<file path="src/rtl/regfile_wb_arbiter_pkg.sv">
// Shared constants for the register-file writeback arbiter: default widths,
// the hard-wired zero register and the requester indices.
package regfile_wb_arbiter_pkg;
    localparam int DEF_ADDR_WIDTH = 5;
    localparam int DEF_DATA_WIDTH = 32;
    localparam int ZERO_REG       = 0;
    localparam int REQ_EXU        = 0;
    localparam int REQ_LSU        = 1;
endpackage

</file>
<file path="src/rtl/regfile_wb_arbiter_rr_arb2.sv">
// Two-way round-robin arbiter; a contended cycle goes to the requester named
// by prio_r, and after every grant the other requester becomes favoured.
module rr_arb2
    import regfile_wb_arbiter_pkg::*;
(
    input  logic       clk,
    input  logic       rst,
    input  logic [1:0] req,
    output logic [1:0] gnt
);
    logic prio_r;

    // Lone requester wins outright; contention resolved by prio_r.
    always_comb begin
        gnt = 2'b00;
        if (req == 2'b11) begin
            gnt[prio_r] = 1'b1;
        end else begin
            gnt = req;
        end
    end

    // Any grant is a handshake, so favour the requester that was not granted.
    always_ff @(posedge clk or posedge rst) begin
        if (rst) begin
            prio_r <= 1'(REQ_EXU);
        end else if (gnt[REQ_EXU]) begin
            prio_r <= 1'(REQ_LSU);
        end else if (gnt[REQ_LSU]) begin
            prio_r <= 1'(REQ_EXU);
        end else begin
            prio_r <= prio_r;
        end
    end
endmodule

</file>
<file path="src/rtl/regfile_wb_arbiter.sv">
// Shares the register-file write port between EXU and LSU writebacks and keeps
// the per-register busy scoreboard used by issue for RAW/WAW detection.
module regfile_wb_arbiter
    import regfile_wb_arbiter_pkg::*;
#(
    parameter int ADDR_WIDTH = DEF_ADDR_WIDTH,
    parameter int DATA_WIDTH = DEF_DATA_WIDTH
) (
    input  logic                  clk,
    input  logic                  rst,
    input  logic                  wb0_valid,
    output logic                  wb0_ready,
    input  logic [ADDR_WIDTH-1:0] wb0_addr,
    input  logic [DATA_WIDTH-1:0] wb0_data,
    input  logic                  wb1_valid,
    output logic                  wb1_ready,
    input  logic [ADDR_WIDTH-1:0] wb1_addr,
    input  logic [DATA_WIDTH-1:0] wb1_data,
    input  logic                  rsv_valid,
    input  logic [ADDR_WIDTH-1:0] rsv_addr,
    output logic                  rsv_ready,
    input  logic [ADDR_WIDTH-1:0] rs1_addr,
    input  logic [ADDR_WIDTH-1:0] rs2_addr,
    output logic                  rs1_busy,
    output logic                  rs2_busy,
    output logic                  rf_wen,
    output logic [ADDR_WIDTH-1:0] rf_waddr,
    output logic [DATA_WIDTH-1:0] rf_wdata
);
    localparam int NREG = 2 ** ADDR_WIDTH;
    localparam logic [ADDR_WIDTH-1:0] ZERO_ADDR = ADDR_WIDTH'(ZERO_REG);

    logic [1:0]            gnt_s;
    logic                  hs_s;
    logic [ADDR_WIDTH-1:0] sel_addr_s;
    logic [DATA_WIDTH-1:0] sel_data_s;
    logic                  rsv_fire_s;
    logic [NREG-1:0]       set_mask_s;
    logic [NREG-1:0]       clr_mask_s;
    logic [NREG-1:0]       busy_next_s;
    logic [NREG-1:0]       busy_r;

    rr_arb2 u_arb (
        .clk (clk),
        .rst (rst),
        .req ({wb1_valid, wb0_valid}),
        .gnt (gnt_s)
    );

    assign wb0_ready = gnt_s[REQ_EXU];
    assign wb1_ready = gnt_s[REQ_LSU];
    assign hs_s      = |gnt_s;

    // busy[0] is never set, so x0 always reads as free / reservable.
    assign rsv_ready = ~busy_r[rsv_addr];
    assign rs1_busy  = busy_r[rs1_addr];
    assign rs2_busy  = busy_r[rs2_addr];

    // Granted requester's address and data feed the write register.
    always_comb begin
        sel_addr_s = wb0_addr;
        sel_data_s = wb0_data;
        if (gnt_s[REQ_LSU]) begin
            sel_addr_s = wb1_addr;
            sel_data_s = wb1_data;
        end else begin
            sel_addr_s = wb0_addr;
            sel_data_s = wb0_data;
        end
    end

    // Scoreboard next state: clear on file write, then set so a reservation wins.
    always_comb begin
        rsv_fire_s  = rsv_valid & rsv_ready & (rsv_addr != ZERO_ADDR);
        clr_mask_s  = rf_wen ? (NREG'(1) << rf_waddr) : '0;
        set_mask_s  = rsv_fire_s ? (NREG'(1) << rsv_addr) : '0;
        busy_next_s = (busy_r & ~clr_mask_s) | set_mask_s;
    end

    // Busy scoreboard register.
    always_ff @(posedge clk or posedge rst) begin
        if (rst) begin
            busy_r <= '0;
        end else begin
            busy_r <= busy_next_s;
        end
    end

    // Write stage: one cycle after the handshake; writes to x0 are swallowed.
    always_ff @(posedge clk or posedge rst) begin
        if (rst) begin
            rf_wen   <= 1'b0;
            rf_waddr <= '0;
            rf_wdata <= '0;
        end else if (hs_s) begin
            rf_wen   <= (sel_addr_s != ZERO_ADDR);
            rf_waddr <= sel_addr_s;
            rf_wdata <= sel_data_s;
        end else begin
            rf_wen   <= 1'b0;
            rf_waddr <= rf_waddr;
            rf_wdata <= rf_wdata;
        end
    end
endmodule

</file>
<file path="config.mk">
export PLATFORM = sky130hd
export DESIGN_NAME = regfile_wb_arbiter
export DESIGN_NICKNAME = d
export VERILOG_FILES = /design/src/rtl/regfile_wb_arbiter_pkg.sv /design/src/rtl/regfile_wb_arbiter_rr_arb2.sv /design/src/rtl/regfile_wb_arbiter.sv
export SDC_FILE = /design/constraint.sdc
export NUM_CORES = 1
export LEC_CHECK = 0
export CORE_AREA = 5 5 96 98
export DETAILED_ROUTE_END_ITERATION = 10
export DIE_AREA = 0 0 101 103
export GPL_TIMING_DRIVEN = 0
export PLACE_DENSITY = 0.91
export SYNTH_ARGS = -nofsm -noshare
export SYNTH_HDL_FRONTEND = slang
export SYNTH_SLANG_ARGS = --single-unit
</file>
<file path="constraint.sdc">
create_clock -name clk -period 4.7 [get_ports clk]
set_clock_uncertainty 0.2 [all_clocks]
set_input_delay 0.94 -clock clk [delete_from_list [all_inputs] [get_ports clk]]
set_output_delay 0.94 -clock clk [all_outputs]
set_load 0.05 [all_outputs]
</file>
Yosys cells after proc, flatten, opt, wreduce, memory -nomap -nowiden:

Cells that the tools add are included.

* magnitude comparators: 5
* eq/ne operators: 1
* shift-type cells: 2
* muxes and demuxes: 16
* bitwise logic cells: 6
* reduce and logical (&&, ||, !) cells: 5

Operator list (number)
* 32-bit 2-to-1 mux: 3
* 1-bit by 5-bit left shift with 32-bit output (first input constant): 2
* 32-bit AND: 1
* 32-bit NOT: 1
* 32-bit bitwise OR: 1
* 5-bit by 6-bit less-than comparator with 1-bit output (second input constant): 3
* 1-bit binary-select mux with 5-bit select: 3
* 5-bit nonzero test: 2
* 1-bit 2-to-1 mux: 7
* 5-bit 2-to-1 mux: 1
* 1-bit AND: 2
* 2-bit == test (second input constant): 1
* 1-bit by 2-bit less-than comparator with 1-bit output (second input constant): 1
* 2-bit 2-to-1 mux: 1
* 2-bit nonzero test: 1
* 2-bit OR reduction: 1
* 1-bit demux with 1-bit select: 1
* 1-bit greater-or-equal comparator (second input constant): 1
* 1-bit logical AND: 1
* 1-bit NOT: 1

* bits in registers: 71
* bits of input ports: 94
* output and inout port bits: 43
* logic and storage cells: 40

Longest topological paths before layout:

Gate-level depths: netlist (run 1).

* depth after elaboration: 8
* gate-level depth with buffers: 8
* gate-level depth less buffers: 5

Cells and area by module:

From an unflattened synthesis (run 1), not the netlist that was laid out.

* cells, all modules: 367
* area total of the unflattened synthesis: 4017.6 um^2

By module, submodules not included
* regfile_wb_arbiter: instances 1, cells an instance 360, area each 3961.3 um^2, sequential area each 1751.7 um^2
* rr_arb2: instances 1, cells an instance 7, area each 56.3 um^2, sequential area each 25.0 um^2

Worst setup path after synthesis (run 1):

OpenSTA, ideal clock, no wires.

* path kind: input to output
* from: input port rs1_addr[0]
* to: output port rs1_busy
* arrival: 2532 ps
* required time: 3560 ps
* path slack: 1028 ps
* cell stages on the path: 4
* buffers on the path: 1
* cells stage by stage: buf_2 -> mux4_2 -> mux4_2 -> mux2_2

* word-level cells in the longest chain between the ends: 2

Ends and longest elaborated chain
* from (decl): line regfile_wb_arbiter.sv:22 `input logic [ADDR_WIDTH-1:0] rs1_addr,`
* 1-bit binary-select mux with 5-bit select: line regfile_wb_arbiter.sv:56 `assign rs1_busy = busy_r[rs1_addr];`
* 1-bit 2-to-1 mux (not written as such): line regfile_wb_arbiter.sv:56
* to (decl): line regfile_wb_arbiter.sv:24 `output logic rs1_busy,`

No other way between the ends. The select of a mux whose other input is x is not followed.

Worst setup path after layout (run 1):

* from: input port wb0_valid
* to: output port wb1_ready

* word-level cells in the longest chain between the ends: 2

Ends and longest elaborated chain
* from (decl): line regfile_wb_arbiter.sv:11 `input logic wb0_valid,`
* 2-bit == test: line regfile_wb_arbiter_rr_arb2.sv:16 `if (req == 2'b11) begin`
* 2-bit 2-to-1 mux: line regfile_wb_arbiter_rr_arb2.sv:16
* to (decl): line regfile_wb_arbiter.sv:16 `output logic wb1_ready,`

No other way between the ends.

==> results of run 1 <==
-- path summary, 6_finish.rpt --
| kind | startpoint | endpoint | slack, ns | depth (start not counted) |
|---|---|---|---|---|
| hold / removal | rf_wdata[18] | rf_wdata[18] | 0.31 | 2 |
| hold reg to reg | rf_wdata[18] | rf_wdata[18] | 0.31 | 2 |
| setup / recovery | wb0_valid | wb1_ready | 0.18 | 6 |
| setup reg to reg | busy_r[16] | busy_r[24] | 2.49 | 5 |
| min in group asynchronous | rst | rf_wdata[28] | 0.92 | 2 |
| max in group asynchronous | rst | rf_waddr[3] | 2.81 | 2 |
-- state kept, by name (all words and copies together) (netlist names) --
signal,flops
busy_r,32
u_arb.prio_r,1
rf_wdata,32
rf_waddr,5
rf_wen,1
-- kinds of logic after synthesis --
logic type	after synthesis	share of synthesized area (%)
AOI/OAI and AO/OA	109	18.35
buffers and inverters	33	4.719
DFF	71	44.39
muxes	46	18.97
and+or+nand+nor	115	13.57
-- cells in the mapped netlist, drive strengths merged, types with 2 or more instances --
cell type	count	area, µm²
inv	5	18.76
nor2b	4	25.02
o21a	2	15.01
or4	2	15.01
nor2	60	225.2
nand4	2	12.51
nand2b	3	18.77
buf	13	102.6
nand2	20	75.07
clkbuf	14	63.80
mux2	3	33.78
or2	3	18.77
and2b	3	22.52
o221a	7	78.83
and3	2	18.77
nand3	9	45.04
mux4	23	525.5
mux2i	20	200.2
dfrtp	71	1777
o21ai	32	160.2
a21oi	5	25.02
nand3b	4	30.03
o31ai	31	242.7
o22ai	27	168.9
-- critical path, cell delays in order --
cell and delay (ns):
clkdlybuf4s50_1 0.51, clkinv_1 0.25, o21ai_2 0.52, clkbuf_1 0.38, inv_1 0.07, clkdlybuf4s50_1 0.70
-- through the flow --
stage	instance area [µm²]	power, mW	std cells
CTS	5644	2.552	626
finish	5647	2.562	627
global placement	5419	1.957	610
global route	5647	2.682	627
floorplan	4003	1.622	374
detailed placement	5421	2.018	610
-- final cells by class --
cell class | instances | area share, %
multi-input combinational | 270 | 36.27
sequential | 71 | 31.46
timing repair buffer | 128 | 22.67
buffer | 27 | 2.947
tap | 108 | 2.393
clock buffer | 10 | 2.260
clock inverter | 6 | 1.507
inverter | 6 | 0.4432
antenna | 1 | 0.04432
-- power by group --
| group | switching, mW | internal, mW | total, mW |
|---|---|---|---|
| combinational | 0.560 | 0.488 | 1.05 |
| sequential | 0.196 | 0.788 | 0.984 |
| clock | 0.233 | 0.297 | 0.530 |
| total | 0.989 | 1.57 | 2.56 |
-- routing by layer --
metal | global-route usage, % | vias up
met5 | 0 | -
met4 | 12.78 | 0
met3 | 11.37 | 50
met2 | 43.70 | 255
met1 | 29.59 | 1860
li1 | - | 1699
==> metrics, run 1 <==
status=finished, final reports clean; # DRC=0; synthesized area=4003 µm²; crit end category=output port; vias in the first global route=4195; Setup CP Type=input pin to output port; Ys Warns=0; dpl hpwl=10150 µm; initial antenna violation count=1; GPL Wtd Cong=0.8999; # fillers=599; Rows=34; hold buffers post-CTS=0; Sink Count=71; relative slew slack=42.39%; EDFF count, synth=0; fin crit share=96.16%; worst path required time=3.56 ns; total setup buffers inserted after CTS=0; Resized cells post-CTS=3; final worst slack=0.1803 ns; leak pwr=2.195 nW; Pre-antenna DRT Iters=6; drt wl/cell=21.18 µm; Nets=607; Starting Density=47.76%; CTS root buffer=clkbuf_8; synth unique cells=43; register area share after synthesis=44.39%; area delta synth->final=41.08%; Pwr per Cell Area=453.7 nW/µm²; WHS=0.3129 ns; flops & latches, synth=71; CTS buffer count=9; commonest cells after routing, fill and taps aside=clkdlybuf4s50_1, dfrtp_1, nor2_1; H-tree levels=3; met1 WL=4498 µm; final count of negative-setup-slack endpoints=0; worst-margin pin slew=0.8642 ns; Tmin final=4.520 ns; vias per std cell=6.163; die width=101 µm; TritonCTS clock tree=built; pins over their slew limit=0; FF+latch area=1777 µm²; Max Used Layer=met4; post-route ant nets=0; share of layout cells above drive strength 1=13.90%; CP max FO=10; Final Hold Fails=0; syn nets=468; worst skew pair latency=0.35 ns; ys flop type=dfrtp_1; Fin Setup TNS=0 ns; unrepaired setup endpoints after global routing=false; routed wl met3=1760 µm; fmax=221.3 MHz; Reg clk slew, reported paths=0.07 ns; WP data arrival=3.38 ns; Tightest Hold Check Type=flip-flop to flip-flop; commonest non-fill, non-tap cell in the layout=clkdlybuf4s50_1; area of the multi-input gates=2048 µm²; I/O Pins=137; max-cap violations=0; gr usage total=26.45%; CORE AREA=8381 µm²; Die ar.=10400 µm²; die height=103 µm; VDD IR-drop max=256.4 µV; total number of vias=3864; Synth Instances=374; global-route wire length before repair=21050 µm; initial drt markers=337; Final Util=67.38%; IO Port Bufs=128; WL met2=6513 µm; mean post-synth cell area=10.70 µm²; clk buf depth=2; GRT overflow=0; Setup WS pre-CTS=-0.1156 ns; ys async rst share=100.0%; largest net degree at the start of global routing=72; drt total wl=13280 µm; Setup crit start kind=input pin
No activity file was read; power rests on OpenSTA's default activity.
==> run 2, diff against run 1 <==
--- a/config.mk
+++ b/config.mk
@@ -5,11 +5,12 @@
 export SDC_FILE = /design/constraint.sdc
 export NUM_CORES = 1
 export LEC_CHECK = 0
-export CORE_AREA = 5 5 96 98
+export CORE_AREA = 5 5 122 124
 export DETAILED_ROUTE_END_ITERATION = 10
-export DIE_AREA = 0 0 101 103
+export DIE_AREA = 0 0 127 129
 export GPL_TIMING_DRIVEN = 0
-export PLACE_DENSITY = 0.91
+export PLACE_DENSITY = 0.62
+export SETUP_SLACK_MARGIN = 0.15
 export SYNTH_ARGS = -nofsm -noshare
 export SYNTH_HDL_FRONTEND = slang
 export SYNTH_SLANG_ARGS = --single-unit
==> metrics, run 2 (synthesized netlist as in run 1, its figures left out) <==
vias in the first global route=4073; Top Registers=busy_r (32), rf_wdata (32), rf_waddr (5); Die ar.=16380 µm²; largest delay contributor family on the critical path=buffers and inverters; clk buf depth=2; drt total wl=13640 µm; post-route ant nets=0; Pre-antenna DRT Iters=4; total number of vias=3719; Tightest Hold Check Type=flip-flop to flip-flop; vias per std cell=5.328; GRT overflow=0; CP max FO=10; global-route wire length before repair=22190 µm; CORE AREA=13670 µm²; leak pwr=2.253 nW; commonest non-fill, non-tap cell in the layout=clkdlybuf4s50_1; crit path cell chain=clkdlybuf4s50_1 -> and2b_1 -> nor3b_1 -> nor4_4 -> a211oi_4 -> buf_6 -> inv_1 -> dlygate4sd2_1; Starting Density=29.29%; share of layout cells above drive strength 1=14.09%; status=finished, final reports clean; crit end category=output port; H-tree levels=3; dpl hpwl=10400 µm; antenna cells=0; Layout Cells excl Fill=698; unrepaired setup endpoints after global routing=true; gr usage total=17.25%; WHS=0.3093 ns; pins over their slew limit=0; worst skew pair latency=0.33 ns; area delta synth->final=46.17%; Rows=43; max-cap violations=0; worst-margin pin slew=0.8876 ns; worst path required time=3.56 ns; # DRC=0; fmax=223.1 MHz; GPL Wtd Cong=0.8825; IO Port Bufs=128; Cells after DPL=682; VDD IR-drop max=143.8 µV; CTS root buffer=clkbuf_16; drt wl/cell=19.54 µm; largest net degree at the start of global routing=72; WP data arrival=3.34 ns; Setup CP Type=input pin to output port; Nets=607; I/O Pins=137; # fillers=1380; initial drt markers=224; fin crit share=95.38%; Crit path largest cell delay=0.65 ns; commonest cells after routing, fill and taps aside=clkdlybuf4s50_1, dfrtp_1, nor2_1; Final Hold Fails=0; final count of negative-setup-slack endpoints=0; die height=129 µm; Sink Count=71; Setup crit start kind=input pin; Reg clk slew, reported paths=0.05 ns; Tmin final=4.483 ns; relative slew slack=40.83%; TritonCTS clock tree=built; initial antenna violation count=0; die width=127 µm; Crit-path slowest cell=clkdlybuf4s50_1; CP bufs+invs=4; Pwr per Cell Area=464.7 nW/µm²; CTS buffer count=9
run 2: worst paths after layout:
check / depth (start not counted) / startpoint / end / slack [ns]
setup / recovery: 8 / rsv_addr[2] / rsv_ready / 0.22
hold / removal: 2 / rf_wdata[21] / rf_wdata[21] / 0.31
setup reg to reg: 6 / busy_r[23] / busy_r[9] / 2.46
hold reg to reg: 2 / rf_wdata[21] / rf_wdata[21] / 0.31
max in group asynchronous: 2 / rst / rf_wdata[22] / 2.77
min in group asynchronous: 2 / rst / rf_wdata[27] / 0.96
run 2: per-layer routing:
metal | routed length [µm] | GRT usage [%]
met1 | 5744 | 21.07
met3 | 1310 | 7.057
met5 | 0 | 0
met2 | 6323 | 27.52
met4 | 263 | 6.372
run 2: worst register-to-register path: cells and delay by family (launching register included):
kind	cells	cell delay (ns)
AO/OA/AOI/OAI	2	0.46
multiplexers	1	0.48
AND/OR/NAND/NOR	2	0.41
flip-flops	1	0.40
buffers and inverters	1	0.18
run 2: per-stage QoR:
stage / util (%) / setup TNS (ns) / total power, mW / area (µm²) / setup WS, ns
3_3_place_gp: 40.31 / -0.1665 / 1.974 / 5509 / -0.09528
3_5_place_dp: 40.33 / -0.1699 / 2.010 / 5512 / -0.1054
4_1_cts: 42.74 / 0 / 2.730 / 5841 / 0.1704
5_1_grt: 42.81 / 0 / 2.865 / 5851 / 0.09144
2_1_floorplan: - / 0 / 1.622 / 4003 / 1.028
6_report: 42.81 / 0 / 2.719 / 5851 / 0.2171
run 2: cell type report:
| type | instances | area [µm²] | share of cell area [%] |
|---|---|---|---|
| buffer | 27 | 166.4 | 2.844 |
| tap | 180 | 225.2 | 3.849 |
| inverter | 6 | 25.02 | 0.4277 |
| timing repair buffer | 128 | 1282 | 21.92 |
| clock inverter | 4 | 52.55 | 0.8982 |
| sequential | 71 | 1777 | 30.37 |
| clock buffer | 12 | 266.5 | 4.555 |
| multi-input combinational | 270 | 2056 | 35.14 |
run 2: repair_timing:
item	4_1_cts	5_1_grt
endpoints found under the setup margin	2	2
resized for setup	3	2
hold buffers	0	0
setup buffers	0	0
run 2: power by group:
part	internal [mW]	switching, mW
logic	0.489	0.562
clock network	0.454	0.255
registers	0.790	0.169
